### config.mk
export PLATFORM = sky130hd
export DESIGN_NAME = aud_sample_feeder
export DESIGN_NICKNAME = d
export VERILOG_FILES = /design/src/rtl/aud_sample_feeder.sv
export SDC_FILE = /design/constraint.sdc
export NUM_CORES = 1
export LEC_CHECK = 0
export CORE_UTILIZATION = 54
export DETAILED_ROUTE_END_ITERATION = 12
export PLACE_DENSITY = 0.72
export SLEW_MARGIN = 10
export SYNTH_ARGS = -nofsm -noshare
export SYNTH_HDL_FRONTEND = slang
export SYNTH_SLANG_ARGS = --single-unit
export TNS_END_PERCENT = 30
### constraint.sdc
create_clock -name pclk_i -period 3 [get_ports pclk_i]
set_input_delay 0.3 -clock pclk_i [delete_from_list [all_inputs] [get_ports pclk_i]]
set_output_delay 0.3 -clock pclk_i [all_outputs]
set_load 0.005 [all_outputs]
### src/rtl/aud_sample_feeder.sv
// aud_sample_feeder
// Buffers signed PCM samples pushed from the register side in a small FIFO and
// releases them to the PWM core at a programmable sample rate. Playback waits
// until the FIFO holds PRIME_LVL samples, then pops one sample every div_i+1
// clocks. A period that ends with an empty FIFO raises a sticky underrun flag
// and leaves the previous sample in place.
//
// Ports
//   pclk_i          clock, rising edge
//   preset_i        synchronous active-high reset
//   en_i            playback enable level; low returns to idle and silences output
//   wr_valid_i      push request
//   wr_data_i       sample to push
//   wr_ready_o      FIFO can accept a push (not full)
//   div_i           sample period minus one, in clocks
//   sample_o        current sample for the PWM core
//   sample_stb_o    one-cycle pulse when sample_o changes
//   level_o         samples stored (0..DEPTH)
//   full_o/empty_o  FIFO status
//   underrun_o      sticky underrun flag
//   clr_underrun_i  clears underrun_o (a simultaneous new underrun wins)

module aud_sample_feeder #(
  parameter int SAMPLE_W  = 16,
  parameter int DEPTH     = 16,
  parameter int DIV_W     = 16,
  parameter int PRIME_LVL = 4
) (
  input  logic                       pclk_i,
  input  logic                       preset_i,
  input  logic                       en_i,
  input  logic                       wr_valid_i,
  input  logic signed [SAMPLE_W-1:0] wr_data_i,
  output logic                       wr_ready_o,
  input  logic        [DIV_W-1:0]    div_i,
  output logic signed [SAMPLE_W-1:0] sample_o,
  output logic                       sample_stb_o,
  output logic [$clog2(DEPTH):0]     level_o,
  output logic                       full_o,
  output logic                       empty_o,
  output logic                       underrun_o,
  input  logic                       clr_underrun_i
);

  localparam int AW = $clog2(DEPTH);
  localparam int LW = AW + 1;

  typedef enum logic [1:0] {
    IDLE  = 2'd0,
    PRIME = 2'd1,
    PLAY  = 2'd2
  } state_t;

  state_t                      state;
  logic signed [SAMPLE_W-1:0]  mem [DEPTH];
  logic        [AW-1:0]        wr_ptr;
  logic        [AW-1:0]        rd_ptr;
  logic        [DIV_W-1:0]     cnt_p0;
  logic                        vld_p1;
  logic                        push;
  logic                        pop;
  logic                        underrun_set;

  assign full_o     = (level_o == LW'(DEPTH));
  assign empty_o    = (level_o == '0);
  assign wr_ready_o = ~full_o;

  // A push while full is dropped, so a full FIFO never overwrites its head.
  assign push = wr_valid_i & ~full_o;

  // Period-end tick from stage p1 either pops the head or records an underrun.
  assign pop          = (state == PLAY) & en_i & vld_p1 & ~empty_o;
  assign underrun_set = (state == PLAY) & en_i & vld_p1 & empty_o;

  // Sample storage: data only, no reset needed.
  always_ff @(posedge pclk_i) begin
    if (push) begin
      mem[wr_ptr] <= wr_data_i;
    end
  end

  always_ff @(posedge pclk_i) begin
    if (preset_i) begin
      state        <= IDLE;
      wr_ptr       <= '0;
      rd_ptr       <= '0;
      level_o      <= '0;
      cnt_p0       <= '0;
      vld_p1       <= 1'b0;
      sample_o     <= '0;
      sample_stb_o <= 1'b0;
      underrun_o   <= 1'b0;
    end else begin
      if (push) begin
        wr_ptr <= wr_ptr + AW'(1);
      end
      if (pop) begin
        rd_ptr <= rd_ptr + AW'(1);
      end

      case ({push, pop})
        2'b10:   level_o <= level_o + LW'(1);
        2'b01:   level_o <= level_o - LW'(1);
        default: level_o <= level_o;
      endcase

      if (underrun_set) begin
        underrun_o <= 1'b1;
      end else if (clr_underrun_i) begin
        underrun_o <= 1'b0;
      end

      sample_stb_o <= 1'b0;
      vld_p1       <= 1'b0;

      if (!en_i) begin
        state  <= IDLE;
        cnt_p0 <= '0;
        // Drive the PWM to silence once; no strobe if already silent.
        if (sample_o != '0) begin
          sample_o     <= '0;
          sample_stb_o <= 1'b1;
        end
      end else begin
        case (state)
          IDLE: begin
            state <= PRIME;
          end
          PRIME: begin
            if (level_o >= LW'(PRIME_LVL)) begin
              state  <= PLAY;
              cnt_p0 <= div_i;
            end
          end
          PLAY: begin
            // Stage p0: period counter; reaching zero reloads and raises the tick.
            if (cnt_p0 == '0) begin
              cnt_p0 <= div_i;
              vld_p1 <= 1'b1;
            end else begin
              cnt_p0 <= cnt_p0 - DIV_W'(1);
            end
            // Stage p2: tick from p1 pops the head into the output register.
            if (pop) begin
              sample_o     <= mem[rd_ptr];
              sample_stb_o <= 1'b1;
            end
          end
          default: begin
            state <= IDLE;
          end
        endcase
      end
    end
  end

endmodule
==> impl_metrics.ini, run 1 <==
[floorplan]
ioPinCount = 63
core_mm2 = 0.0226
die_h_um = 153
start_util = 0.548
dieArea_mm2 = 0.0235
die_w_um = 153
rows = 55

[drt]
vias = 6790
drt_first_pass_iters = 5
wire_per_inst_um = 23.5
drt-initial-drc-count = 543
drc = 0
vias_per_cell = 6.06
ant_nets = 0
routed_wl_um = 26300

[logic_synthesis]
postSynthCellCount = 709
synthAdderAreaFrac = 0.0101
syn_nets = 756
synth_ff_type = edfxtp_1
synthMuxAreaShare = 0.144
synth-xor-area-share = 0.00707
synth_area_leaders = edfxtp_1, mux4_2, dfxtp_1
synth_simple_gate_area_share = 0.0559
synth.avg_cell_area_um2 = 17.5
synth.most_common_cell = edfxtp_1
ys_ff_latch = 310
synth-edff-count = 256
synth_top_family_by_area = multiplexers
netlist.area_leader.share = 0.621
synth-compound-area-share = 0.0556
yosysTopAreaCell = edfxtp_1
netlist_area_mm2 = 0.0124
synthArstFlopShare = 0
ys_seq_area_frac = 0.708
yosysWarnings = 0
synth.distinct_cells = 45
yosys-top-cells-count = edfxtp_1, mux4_2, dfxtp_1, nor2_1, mux2i_1

[timing]
slew_violations = 0
tightest_slew_ns = 0.843
post-route-period-util = 0.930
rsz0062_at_grt = false
skew_ns = 0.0152
hold_viol = 0
min_period_ns = 2.79
max_slew_margin = 0.437
whs_ns = 0.390
max_freq_mhz = 358
finalSetupTns_ns = 0
setup_viol_count_final = 0

[grt]
grt_usage = 0.230
grt_first_pass_wirelength_um = 40700
grt_pass1_vias = 6945
antenna_found_initial = 0
grt_max_degree = 29
grt_overflow = 0

[finish]
fill_cells = 1545
fin_util = 0.646
final_nets = 859
antennaDiodeCount = 0
final_layout_size_suffix_gt1_frac = 0.202
areaGrowthSynthToFinish_pct = 17.8

[job]
drv_cap = 0

[pwr]
p_per_area_mw_per_mm2 = 602
irDropWorstVdd_uv = 603
p_leak_nw = 4.72
power_w = 0.00878

[clocking]
tritoncts = done
cts.repair.resized = 0
clock-sinks = 310
htree_levels = 1
cts.hold.buffers_added = 0
clockBufferDepth = 3
cts_buffers = 30
post_cts_buffers = 0
cts.clk_slew.worst_paths_ns = 0.06
clk_latency_ns = 0.55
root_buffer = clkbuf_16

[setup_path]
path_max_fanout = 9
criticalPathCategory = reg -> reg
start_kind = register
crit_path_end_kind = register
crit_arrival_ns = 3.22
cp.required_ns = 3.43
r2r_slack_ns = 0.21

[place]
dp_hpwl_um = 16700
numPortBuffers = 62
place.gp.congestion = 0.804

[status]
status = complete, no violations

[hold_path]
hold_class = in -> reg
[power breakdown]
part	internal, W	switching, W
Combinational	0.000126	0.000166
Sequential	0.00470	0.0000209
Clock	0.00219	0.00157
[layout make-up]
class / count / area, um^2 / share of cell area
Sequential cell: 310 / 8770 / 0.602
Multi-Input combinational cell: 349 / 3410 / 0.234
Timing Repair Buffer: 108 / 991 / 0.0679
Clock buffer: 46 / 948 / 0.0650
Tap cell: 285 / 357 / 0.0244
Clock inverter: 10 / 60.1 / 0.00412
Inverter: 13 / 48.8 / 0.00335
[worst paths after layout]
kind / end / cells after the start / startpoint
setup / recovery: level_o[4]$_SDFFE_PP0P_ / 10 / level_o[1]$_SDFFE_PP0P_
hold / removal: cnt_p0[12]$_SDFFE_PP0P_ / 3 / div_i[12]
setup reg to reg: level_o[4]$_SDFFE_PP0P_ / 10 / level_o[1]$_SDFFE_PP0P_
hold reg to reg: cnt_p0[12]$_SDFFE_PP0P_ / 1 / cnt_p0[12]$_SDFFE_PP0P_
[stage by stage]
stage                     instances  cell area (um^2)  setup WS [ns]
final                          1121             14600          0.210
after global routing           1121             14600         0.0719
after CTS                      1121             14600         0.0469
after detailed placement       1065             13600         0.0841
after global placement         1065             13600          0.328
after floorplan                 709             12400          0.103
[layer usage]
layer / track usage / vias up / wire (um)
met4: 0.0595 / 0 / 642
met3: 0.0309 / 49 / 1570
li1: - / 3045 / -
met2: 0.404 / 223 / 13700
met5: 0 / - / 0
met1: 0.305 / 3473 / 10400
[state kept, by name, indices dropped and copies added, names as in the netlist, named ones only]
register,flops
state,2
underrun_o,1
level_o,5
cnt_p0,16
vld_p1,1
mem,256
rd_ptr,4
sample_stb_o,1
wr_ptr,4
sample_o,16
[cells by family (layout without fill, tap and decap cells)]
group	count (synthesis)	after routing
muxes	98	98
adders and majority gates	10	10
buffers and inverters	50	177
DFF	310	310
AOI/OAI and AO/OA	101	101
xor gates and xnor gates	10	10
and+or+nand+nor	130	130
[cell usage in the layout, fill, tap and decap left out, types with 9 or more instances in the layout]
cell type,netlist,layout
inv_1,13,13
a211oi_1,17,17
buf_4,6,44
dfxtp_1,54,51
a21oi_1,29,29
mux4_2,64,64
clkbuf_1,16,9
edfxtp_1,256,256
clkbuf_16,0,36
nor3_1,17,12
nand2_1,12,12
o21ai_0,12,12
mux2i_1,33,33
a22o_1,16,16
ha_1,10,10
nor2b_1,20,20
nor2_1,46,46
clkdlybuf4s50_1,0,62
[worst max-delay path: stages (launching register included)]
cell and delay, ns:
dfxtp_1 0.41, nor4_2 0.46, a21oi_1 0.17, inv_1 0.09
ha_1 0.30, ha_1 0.36, a21oi_1 0.17, a21oi_1 0.08
a211oi_1 0.25, a21oi_1 0.11, mux2_2 0.28
Note: power is estimated with default switching activity, not from simulation.
==> inputs of run 2 (changes only) <==
--- a/config.mk
+++ b/config.mk
@@ -5,9 +5,10 @@
 export SDC_FILE = /design/constraint.sdc
 export NUM_CORES = 1
 export LEC_CHECK = 0
+export CORE_ASPECT_RATIO = 1.1
 export CORE_UTILIZATION = 54
 export DETAILED_ROUTE_END_ITERATION = 12
-export PLACE_DENSITY = 0.72
+export PLACE_DENSITY_LB_ADDON = 0.2
 export SLEW_MARGIN = 10
 export SYNTH_ARGS = -nofsm -noshare
 export SYNTH_HDL_FRONTEND = slang
==> run 2 against run 1 <==
Final area up 0.30%. Power rose by 2.8%. Register-to-register slack improved by 0.03 ns. Sequential share of layout area is 0.18 points lower. Fmax rose by 0.93%. Sequential power about the same.
==> impl_metrics.ini, run 2 (same netlist as run 1, synthesis figures left out) <==
[timing]
post-route-period-util = 0.921
finalSetupTns_ns = 0
setup_viol_count_final = 0
rsz0062_at_grt = false
tightest_slew_ns = 0.820
slew_violations = 0
skew_ns = 0.0154
max_freq_mhz = 362
hold_viol = 0
max_slew_margin = 0.453
min_period_ns = 2.76

[floorplan]
dieArea_mm2 = 0.0235
ioPinCount = 63
core_mm2 = 0.0223
die_h_um = 161
rows = 57
start_util = 0.555
die_w_um = 146

[job]
drv_cap = 0

[drt]
drt-initial-drc-count = 685
drc = 0
ant_nets = 0
vias_per_cell = 6.03
routed_wl_um = 27100
wire_per_inst_um = 24.1
drt_first_pass_iters = 5
vias = 6762

[clocking]
clockBufferDepth = 3
cts_buffers = 30
htree_levels = 1
clk_latency_ns = 0.55
root_buffer = clkbuf_16
cts.clk_slew.worst_paths_ns = 0.06
clock-sinks = 310
tritoncts = done

[setup_path]
worst_r2r_startpoint = level_o[1]$_SDFFE_PP0P_
r2r_slack_ns = 0.24
start_kind = register
worst_r2r_path_depth = 10
path_max_fanout = 10
r2r-end = level_o[4]$_SDFFE_PP0P_
crit_path_end_kind = register
criticalPathCategory = reg -> reg
cp.required_ns = 3.44
crit_arrival_ns = 3.20

[hold_path]
hold_depth = 3
hold_start = div_i[15]
holdPathEnd = cnt_p0[15]$_SDFFE_PP0P_
hold_class = in -> reg

[pwr]
irDropWorstVdd_uv = 485
p_leak_nw = 4.70
p_per_area_mw_per_mm2 = 617

[place]
placedCellCount = 1066
dp_hpwl_um = 16000
place.gp.congestion = 0.852
numPortBuffers = 62

[finish]
mostFrequentLayoutCells = edfxtp_1, mux4_2, clkdlybuf4s50_1, dfxtp_1
areaGrowthSynthToFinish_pct = 18.2
final_nets = 850
largest_reg_flops = 256
regMostFlops = mem
reg_top3 = mem (256), cnt_p0 (16), sample_o (16)
antennaDiodeCount = 0
final_layout_size_suffix_gt1_frac = 0.210
layout.cells.non_filler = 1122
final_common_cell = edfxtp_1
fill_cells = 1498

[grt]
grt_max_degree = 65
antenna_found_initial = 1
grt_first_pass_wirelength_um = 41400
grt_pass1_vias = 7102
grt_usage = 0.238
grt_overflow = 0

[status]
status = complete, no violations
-- run 2: cell count changes in the layout (fill, tap and decap cells not counted), sizes merged --
cell and delta:
buf -9, bufinv +6, clkbuf -2, clkinv -1, clkinvlp -1, inv -2
-- run 2: how the worst max path moves through the flow --
| stage | startpoint | cells past startpoint | slack, ns | endpoint |
|---|---|---|---|---|
| final | level_o[1]$_SDFFE_PP0P_ | 10 | 0.24 | level_o[4]$_SDFFE_PP0P_ |
| after global routing | level_o[2]$_SDFFE_PP0P_ | 10 | 0.04 | level_o[4]$_SDFFE_PP0P_ |
| after CTS | level_o[1]$_SDFFE_PP0P_ | 10 | 0.05 | level_o[4]$_SDFFE_PP0P_ |
| after detailed placement | en_i | 10 | 0.06 | level_o[4]$_SDFFE_PP0P_ |
| after global placement | en_i | 10 | 0.22 | level_o[4]$_SDFFE_PP0P_ |
| after floorplan | level_o[1]$_SDFFE_PP0P_ | 13 | 0.10 | level_o[4]$_SDFFE_PP0P_ |
-- run 2: area by class of cell --
cell class	count	area (um^2)	area share
well taps	295	369	0.0252
inverters	13	48.8	0.00334
multi-input cells	349	3440	0.235
clock buffers	44	855	0.0584
flip-flops and latches	310	8770	0.600
repair buffers	99	936	0.0640
clock inverters	12	210	0.0144
-- run 2: metal layers --
layer / share of wire / wire, um / global-route usage
met1: 0.39 / 10700 / 0.301
met3: 0.057 / 1560 / 0.0335
met4: 0.020 / 554 / 0.0753
met5: 0.00037 / 10 / 0
met2: 0.53 / 14300 / 0.424
-- run 2: critical path, cell delays in order, from the launching register on --
cell      delay, ns
dfxtp_1        0.40
nor4_2         0.41
a21oi_1        0.16
inv_1          0.08
ha_1           0.38
xor2_1         0.13
ha_1           0.22
a31oi_1        0.23
a211oi_1       0.12
a21oi_1        0.17
mux2_2         0.35
-- run 2: power by group --
part           internal [W]  total, W  switching (W)
combinational      0.000127  0.000288       0.000161
clock               0.00248   0.00401        0.00153
sequential          0.00471   0.00473      0.0000207
total               0.00731   0.00902        0.00171
-- run 2: metrics by stage --
step                hold slack, ns  area (um^2)  power, W  utilization  setup slack [ns]
floorplan                    0.399        12400   0.00494            -             0.103
global placement             0.448        13600   0.00509        0.607             0.224
detailed placement           0.460        13600   0.00510        0.607            0.0644
CTS                          0.378        14600   0.00907        0.655            0.0494
global route                 0.403        14600   0.00927        0.655            0.0369
finish                       0.384        14600   0.00902        0.655             0.236
-- run 2: what timing repair did --
action,4_1_cts,5_1_grt
setup endpoints to repair,0,2
resized for setup,0,1
setup buffers,0,0
hold endpoints to repair,0,0
hold buffers,0,0
